===== src/rtl/mem_arbiter_pkg.sv =====
// Shared types and widths for the two-master memory arbiter.
package mem_arbiter_pkg;

  localparam int ADDR_W = 32;
  localparam int DATA_W = 32;
  localparam int STRB_W = 4;

  typedef enum logic {
    ST_IDLE = 1'b0,
    ST_BUSY = 1'b1
  } arb_state_e;

endpackage


===== src/rtl/mem_arb_timer.sv =====
// Saturating per-transaction wait counter; expired marks the abort threshold.
module mem_arb_timer #(
  parameter int unsigned LIMIT = 1024
) (
  input  logic clock,
  input  logic reset,
  input  logic i_clear,
  input  logic i_enable,
  output logic o_expired
);

  localparam logic [15:0] LAST = 16'(LIMIT - 32'd1);

  logic [15:0] r_count;

  // Count held at LAST once reached so expired stays asserted
  always_ff @(posedge clock) begin
    if (!reset) begin
      r_count <= 16'd0;
    end else if (i_clear) begin
      r_count <= 16'd0;
    end else if (i_enable && (r_count != LAST)) begin
      r_count <= r_count + 16'd1;
    end else begin
      r_count <= r_count;
    end
  end

  assign o_expired = (r_count == LAST);

endmodule


===== src/rtl/mem_arbiter.sv =====
// Round-robin arbiter sharing one valid/ready memory port between two masters,
// with a per-transaction timeout that aborts and returns ERR_RDATA.
module mem_arbiter
  import mem_arbiter_pkg::*;
#(
  parameter int unsigned       TIMEOUT_CYCLES = 1024,
  parameter logic [DATA_W-1:0] ERR_RDATA      = 32'hDEAD_BEEF
) (
  input  logic              clock,
  input  logic              reset,
  input  logic              i_m0_valid,
  input  logic [ADDR_W-1:0] i_m0_addr,
  input  logic [DATA_W-1:0] i_m0_wdata,
  input  logic [STRB_W-1:0] i_m0_wstrb,
  output logic              o_m0_ready,
  output logic [DATA_W-1:0] o_m0_rdata,
  input  logic              i_m1_valid,
  input  logic [ADDR_W-1:0] i_m1_addr,
  input  logic [DATA_W-1:0] i_m1_wdata,
  input  logic [STRB_W-1:0] i_m1_wstrb,
  output logic              o_m1_ready,
  output logic [DATA_W-1:0] o_m1_rdata,
  output logic              o_s_valid,
  output logic [ADDR_W-1:0] o_s_addr,
  output logic [DATA_W-1:0] o_s_wdata,
  output logic [STRB_W-1:0] o_s_wstrb,
  input  logic              i_s_ready,
  input  logic [DATA_W-1:0] i_s_rdata,
  output logic              o_owner,
  output logic              o_busy,
  output logic              o_timeout
);

  arb_state_e        r_state, w_state_nxt;
  logic              r_owner, w_owner_nxt;
  logic              r_last_grant, w_last_nxt;
  logic              w_clear, w_enable, w_expired;
  logic              w_own_valid;
  logic              w_ready;
  logic [DATA_W-1:0] w_rdata;

  mem_arb_timer #(
    .LIMIT(TIMEOUT_CYCLES)
  ) u_timer (
    .clock    (clock),
    .reset    (reset),
    .i_clear  (w_clear),
    .i_enable (w_enable),
    .o_expired(w_expired)
  );

  assign w_own_valid = r_owner ? i_m1_valid : i_m0_valid;

  // State, owner and round-robin pointer; last_grant=1 lets m0 win the first tie
  always_ff @(posedge clock) begin
    if (!reset) begin
      r_state      <= ST_IDLE;
      r_owner      <= 1'b0;
      r_last_grant <= 1'b1;
    end else begin
      r_state      <= w_state_nxt;
      r_owner      <= w_owner_nxt;
      r_last_grant <= w_last_nxt;
    end
  end

  // Next state and combinational routing; everything held low while in reset
  always_comb begin
    w_state_nxt = r_state;
    w_owner_nxt = r_owner;
    w_last_nxt  = r_last_grant;
    w_clear     = 1'b1;
    w_enable    = 1'b0;
    w_ready     = 1'b0;
    w_rdata     = {DATA_W{1'b0}};
    o_s_valid   = 1'b0;
    o_s_addr    = {ADDR_W{1'b0}};
    o_s_wdata   = {DATA_W{1'b0}};
    o_s_wstrb   = {STRB_W{1'b0}};
    o_owner     = 1'b0;
    o_busy      = 1'b0;
    o_timeout   = 1'b0;
    if (!reset) begin
      w_state_nxt = ST_IDLE;
    end else begin
      case (r_state)
        ST_IDLE: begin
          if (i_m0_valid || i_m1_valid) begin
            w_state_nxt = ST_BUSY;
            w_owner_nxt = (i_m0_valid && i_m1_valid) ? ~r_last_grant : i_m1_valid;
          end else begin
            w_state_nxt = ST_IDLE;
          end
        end
        ST_BUSY: begin
          w_clear   = 1'b0;
          w_enable  = 1'b1;
          o_busy    = 1'b1;
          o_owner   = r_owner;
          o_s_addr  = r_owner ? i_m1_addr  : i_m0_addr;
          o_s_wdata = r_owner ? i_m1_wdata : i_m0_wdata;
          o_s_wstrb = r_owner ? i_m1_wstrb : i_m0_wstrb;
          // Completion beats timeout; a dropped request is abandoned silently
          if (!w_own_valid) begin
            w_state_nxt = ST_IDLE;
          end else if (i_s_ready) begin
            o_s_valid   = 1'b1;
            w_ready     = 1'b1;
            w_rdata     = i_s_rdata;
            w_last_nxt  = r_owner;
            w_state_nxt = ST_IDLE;
          end else if (w_expired) begin
            w_ready     = 1'b1;
            w_rdata     = ERR_RDATA;
            o_timeout   = 1'b1;
            w_last_nxt  = r_owner;
            w_state_nxt = ST_IDLE;
          end else begin
            o_s_valid   = 1'b1;
          end
        end
        default: begin
          w_state_nxt = ST_IDLE;
        end
      endcase
    end
  end

  assign o_m0_ready = w_ready & ~r_owner;
  assign o_m1_ready = w_ready &  r_owner;
  assign o_m0_rdata = r_owner ? {DATA_W{1'b0}} : w_rdata;
  assign o_m1_rdata = r_owner ? w_rdata : {DATA_W{1'b0}};

endmodule


===== config.mk =====
export PLATFORM = sky130hd
export DESIGN_NAME = mem_arbiter
export DESIGN_NICKNAME = d
export VERILOG_FILES = /design/src/rtl/mem_arbiter_pkg.sv /design/src/rtl/mem_arb_timer.sv /design/src/rtl/mem_arbiter.sv
export SDC_FILE = /design/constraint.sdc
export NUM_CORES = 1
export LEC_CHECK = 0
export CAP_MARGIN = 5
export CORE_AREA = 4 4 118 120
export DETAILED_ROUTE_END_ITERATION = 16
export DIE_AREA = 0 0 122 124
export MAX_ROUTING_LAYER = met4
export PLACE_DENSITY = 0.67
export SYNTH_ARGS = -nofsm -noshare
export SYNTH_HDL_FRONTEND = slang
export SYNTH_SLANG_ARGS = --single-unit
export TNS_END_PERCENT = 30

===== constraint.sdc =====
create_clock -name clock -period 3.03 [get_ports clock]
set_clock_uncertainty 0.15 [all_clocks]
set_input_delay 0.303 -clock clock [delete_from_list [all_inputs] [get_ports clock]]
set_output_delay 0.303 -clock clock [all_outputs]
set_load 0.02 [all_outputs]

==> results of run 1 <==
[sequential cells by signal, indices dropped and copies added (netlist names)]
register	cells
r_last_grant	1
r_state	1
u_timer.r_count	16
r_owner	1
[cells by family after synthesis]
| logic type | count (synthesis) | synth area share |
|---|---|---|
| adders and majority gates | 1 | 0.00496 |
| buffers and inverters | 34 | 0.0664 |
| xor gates and xnor gates | 5 | 0.0174 |
| and+or+nand+nor | 209 | 0.395 |
| AOI/OAI and AO/OA | 31 | 0.0922 |
| muxes | 69 | 0.274 |
| DFF | 19 | 0.151 |
[metrics by stage]
stage               instance area [um^2]  std cells
global route                        5940        847
finish                              5940        847
detailed placement                  5820        840
CTS                                 5880        846
global placement                    5820        840
floorplan                           2520        368
[cell usage in the layout, fill, tap and decap left out, types with 2 or more instances in the layout]
master / Yosys / layout
nand3_1: 3 / 3
xnor2_1: 4 / 4
dlymetal6s2s_1: 0 / 19
or3_1: 8 / 8
mux2i_1: 69 / 69
o211ai_4: 2 / 2
clkdlybuf4s50_1: 0 / 260
nor2_1: 127 / 127
nor2b_1: 24 / 24
nand2_1: 9 / 8
and3_2: 1 / 3
buf_12: 0 / 2
and3_1: 4 / 2
nor3_1: 2 / 2
o41ai_1: 2 / 2
buf_4: 0 / 12
dlygate4sd2_1: 0 / 30
and2_1: 16 / 16
a21oi_1: 8 / 8
o311ai_0: 2 / 2
inv_1: 9 / 9
o21ai_0: 5 / 5
a31oi_1: 3 / 3
o31ai_1: 2 / 2
o21a_1: 3 / 3
nand4_1: 4 / 4
clkbuf_16: 0 / 3
nor4_1: 4 / 4
dfxtp_1: 19 / 18
[layout make-up]
cell class              instances  area share
multi-input cells             316       0.335
well taps                     176      0.0370
inverters                       9     0.00568
clock buffers                   3      0.0126
repair buffers                323       0.544
flip-flops and latches         19      0.0646
clock inverters                 1    0.000842
[power by group]
group / total [mW] / switching [mW] / internal, mW / leakage, nW
Clock: 0.273 / 0.0963 / 0.177 / 0.0409
Combinational: 0.642 / 0.265 / 0.376 / 2.43
Sequential: 0.267 / 0.0117 / 0.256 / 0.155
Total: 1.18 / 0.373 / 0.809 / 2.63
[worst min-delay path: stages, from the launching register on]
cell and delay, ns:
dfxtp_1 0.32, o21ai_0 0.07, a21oi_1 0.06
[repair_timing]
item                                    4_1_cts  5_1_grt
endpoints found under the setup margin       50       23
gates cloned                                  0        1
resized for setup                            30       21
buffers inserted                              2        0
pin swaps                                     1        1
hold buffers                                  0        0
[layer usage]
metal	global-route usage	routed length, um
met1	0.190	5350
met2	0.308	7200
met3	0.0300	1110
met4	0.0637	476
met5	-	0
[worst paths after layout]
check                                          from                  end  slack [ns]  cells after the start
worst max register to register   u_timer.r_count[0]   u_timer.r_count[1]        0.84                      8
worst min register to register  u_timer.r_count[15]  u_timer.r_count[15]        0.35                      2
worst max-delay path             u_timer.r_count[0]       o_m0_rdata[13]       -0.04                      7
worst min-delay path            u_timer.r_count[15]  u_timer.r_count[15]        0.35                      2
==> flow_summary.ini, run 1 <==
[status]
status = finished, violations left
violations = negative setup slack

[routing]
drc = 0
firstDrtPassIters = 5
routedWlPerCell_um = 16.7
drt_iter0_markers = 143
ant_nets = 0
drt-total-wl_um = 14100
routed_via_density = 4.48
vias = 3798

[die]
die_x_um = 122
rows = 42
initial_core_util = 0.194
die_h_um = 124
coreArea_mm2 = 0.0130
die-area_mm2 = 0.0151
io-pin-count = 311

[timing]
holdWs_ns = 0.351
report.final.slew_viol_count = 0
worst-slew-pin-transition_ns = 0.682
finalHoldViolCount = 0
period_minus_slack_ns = 3.07
fmax_mhz = 326
final.period_utilization = 1.01
fin_tns_setup_ns = -0.0391
final.setup.worst_slack_ns = -0.0391
rsz0062_at_grt = true
setup_violations = 1
slew_headroom = 0.545

[worst_setup_path]
path_class = register to primary output
crit_slowest_cell = clkdlybuf4s50_1
cp.arrival_ns = 2.62
worstPathRequired_ns = 2.58
path_delay_family = buffers and inverters
cp-start-kind = register
path_cells = ha_1, nand4_2, nor4_4, buf_4, o211ai_4, nor2_1, clkdlybuf4s50_1
path_buf_inv = 2
cp-end-kind = primary output
max_stage_delay_ns = 0.62
path_max_fanout = 25

[placement]
gp_congestion = 0.858
dp_hpwl_um = 12000
place_ws_ns = 0.0172
portBuffers = 310

[finish]
n_fill_cell = 1298
antenna_cells = 0
nNetsFinal = 846
seq_area_um2 = 384
multi_input_area_mm2 = 0.00199
fin_util = 0.458
drive_gt1_frac = 0.0462
area_growth_pct = 136

[synthesis]
syn_inst = 368
synth.area.top_cells = mux2i_1, nor2_1, dfxtp_1
synth_nets = 542
yosysSeqAreaShare = 0.151
yosysMostFrequentCell = nor2_1
synth.ff_latch_count = 19
syn_area_mm2 = 0.00252
avgSynthCellArea_um2 = 6.86
ys.warnings.count = 0
synth_edf_count = 0
yosysTopAreaCell = mux2i_1
synth-main-ff-cell = dfxtp_1
synthTopCellsByCount = nor2_1, mux2i_1, nor2b_1
async_flop_share = 0
synth_cell_types = 40
synth_top_area_frac = 0.274

[global_routing]
overflow = 0
grt_pass1_vias = 3693
grt_max_degree = 86
antenna_found_initial = 0
grt_pass1_wl_um = 19800
grt_usage = 0.171

[clock_network]
cts_tree = done
h-tree-depth = 1
cts-root-buf = clkbuf_16
clk_path_buf_depth = 2
cts_sinks = 19
clk-insertion-delay-late_ns = 0.25
cts.clk_slew.worst_paths_ns = 0.06
numCtsBuffers = 3

[power_and_ir_drop]
ir_worst_vdd_v = 0.000169
power_mw = 1.18
leakage_nw = 2.63
p_per_area_mw_per_mm2 = 199

[worst_hold_path]
hp-class = register to register

[run]
cap_violations = 0
No activity file was read; power rests on OpenSTA's default activity.
==> run 2, diff against run 1 <==
--- a/config.mk
+++ b/config.mk
@@ -9,8 +9,9 @@
 export CORE_AREA = 4 4 118 120
 export DETAILED_ROUTE_END_ITERATION = 16
 export DIE_AREA = 0 0 122 124
+export DONT_BUFFER_PORTS = 1
 export MAX_ROUTING_LAYER = met4
-export PLACE_DENSITY = 0.67
+export PLACE_DENSITY_LB_ADDON = 0.25
 export SYNTH_ARGS = -nofsm -noshare
 export SYNTH_HDL_FRONTEND = slang
 export SYNTH_SLANG_ARGS = --single-unit
==> flow_summary.ini, run 2 (synthesis results as in run 1) <==
[status]
status = complete, no violations

[finish]
n_fill_cell = 1467
stdcell_area_mm2 = 0.00313
fin_util = 0.241
largest_register_ff_count = 16
final_common_cell = nor2_1
fin_cells = 579
drive_gt1_frac = 0.169
top_register = u_timer.r_count
final_cell_mix = nor2_1, mux2i_1, buf_4
area_growth_pct = 24.0
antenna_cells = 0
nNetsFinal = 578

[timing]
final.period_utilization = 0.951
holdWs_ns = 0.0184
rsz0062_at_grt = false
fmax_mhz = 347
finalHoldViolCount = 0
report.final.slew_viol_count = 0
setup_violations = 0
period_minus_slack_ns = 2.88
slew_headroom = 0.560
worst-slew-pin-transition_ns = 0.656
fin_tns_setup_ns = 0
final.setup.worst_slack_ns = 0.150

[worst_hold_path]
hp-class = primary input to register

[die]
io-pin-count = 311
die_x_um = 122
die-area_mm2 = 0.0151
coreArea_mm2 = 0.0130
die_h_um = 124
rows = 42
initial_core_util = 0.194

[placement]
place_ws_ns = 0.421
portBuffers = 0
dp_hpwl_um = 9350
gp_congestion = 0.759
dp.cells = 574
place_area_mm2 = 0.00304

[global_routing]
grt_usage = 0.121
overflow = 0
grt_pass1_wl_um = 13600
antenna_found_initial = 0
grt_max_degree = 71
grt_pass1_vias = 2480

[power_and_ir_drop]
p_per_area_mw_per_mm2 = 274
power_uw = 858
leakage_nw = 1.20
ir_worst_vdd_v = 0.000146

[routing]
routed_via_density = 4.82
routedWlPerCell_um = 18.7
drt-total-wl_um = 10800
drt_iter0_markers = 134
vias = 2788
drc = 0
firstDrtPassIters = 4
ant_nets = 0

[clock_network]
cts.clk_slew.worst_paths_ns = 0.05
cts_setup_buffers = 0
cts_sinks = 19
numCtsBuffers = 3
cts_tree = done
h-tree-depth = 1
cts-root-buf = clkbuf_16
cts_hold_buf = 1
clk_path_buf_depth = 2
clk-insertion-delay-late_ns = 0.25
cts_resized = 0

[worst_setup_path]
path_max_fanout = 25
cp.arrival_ns = 2.43
cp-start-kind = register
cp-end-kind = primary output
path_delay_family = simple AND/OR/NAND/NOR gates
path_buf_inv = 1
worstPathRequired_ns = 2.58
max_stage_delay_ns = 0.57
path_class = register to primary output
path_cells = or4_4, nor4_4, o211ai_4, nor2_1, buf_4
crit_slowest_cell = or4_4

[run]
cap_violations = 0
-- run 2: cell count changes in the layout (fill, tap and decap cells not counted), sizes merged --
| cell | delta |
|---|---|
| clkdlybuf4s50 | -260 |
| clkinv | -1 |
| dlymetal6s2s | -19 |
| o211ai | -1 |
| dlygate4sd3 | +1 |
| clkbuf | +1 |
| dlygate4sd2 | -30 |
| buf | +41 |
-- run 2: path summary, 6_finish.rpt --
path                            slack [ns]  depth (start not counted)                start             endpoint
worst max-delay path                  0.15                          5  u_timer.r_count[11]        o_m1_rdata[3]
worst min-delay path                  0.02                          1                reset              r_owner
worst max register to register        0.86                          5  u_timer.r_count[11]   u_timer.r_count[1]
worst min register to register        0.35                          2  u_timer.r_count[15]  u_timer.r_count[15]
-- run 2: worst reg2reg max path, delay by kind of cell, from the launching register on --
family,cells,cell delay [ns]
multiplexers,1,0.20
AND/OR/NAND/NOR,3,1.07
buffers and inverters,1,0.28
flip-flops,1,0.35
-- run 2: where the power goes --
part	switching [mW]	leakage [nW]	internal [mW]
Combinational	0.211	1.01	0.110
Sequential	0.00813	0.155	0.256
Clock	0.0936	0.0382	0.179
-- run 2: area by class of cell --
type                    instances  area, um^2  area share
inverters                       9        33.8      0.0108
clock buffers                   4        78.8      0.0252
multi-input cells             315        1980       0.632
flip-flops and latches         19         384       0.123
well taps                     176         220      0.0703
repair buffers                 56         435       0.139
-- run 2: metal layers --
| metal | GRT usage | part of all wire |
|---|---|---|
| met3 | 0.0200 | 0.086 |
| met5 | - | 0 |
| met4 | 0.0189 | 0.0069 |
| met1 | 0.139 | 0.39 |
| met2 | 0.225 | 0.52 |
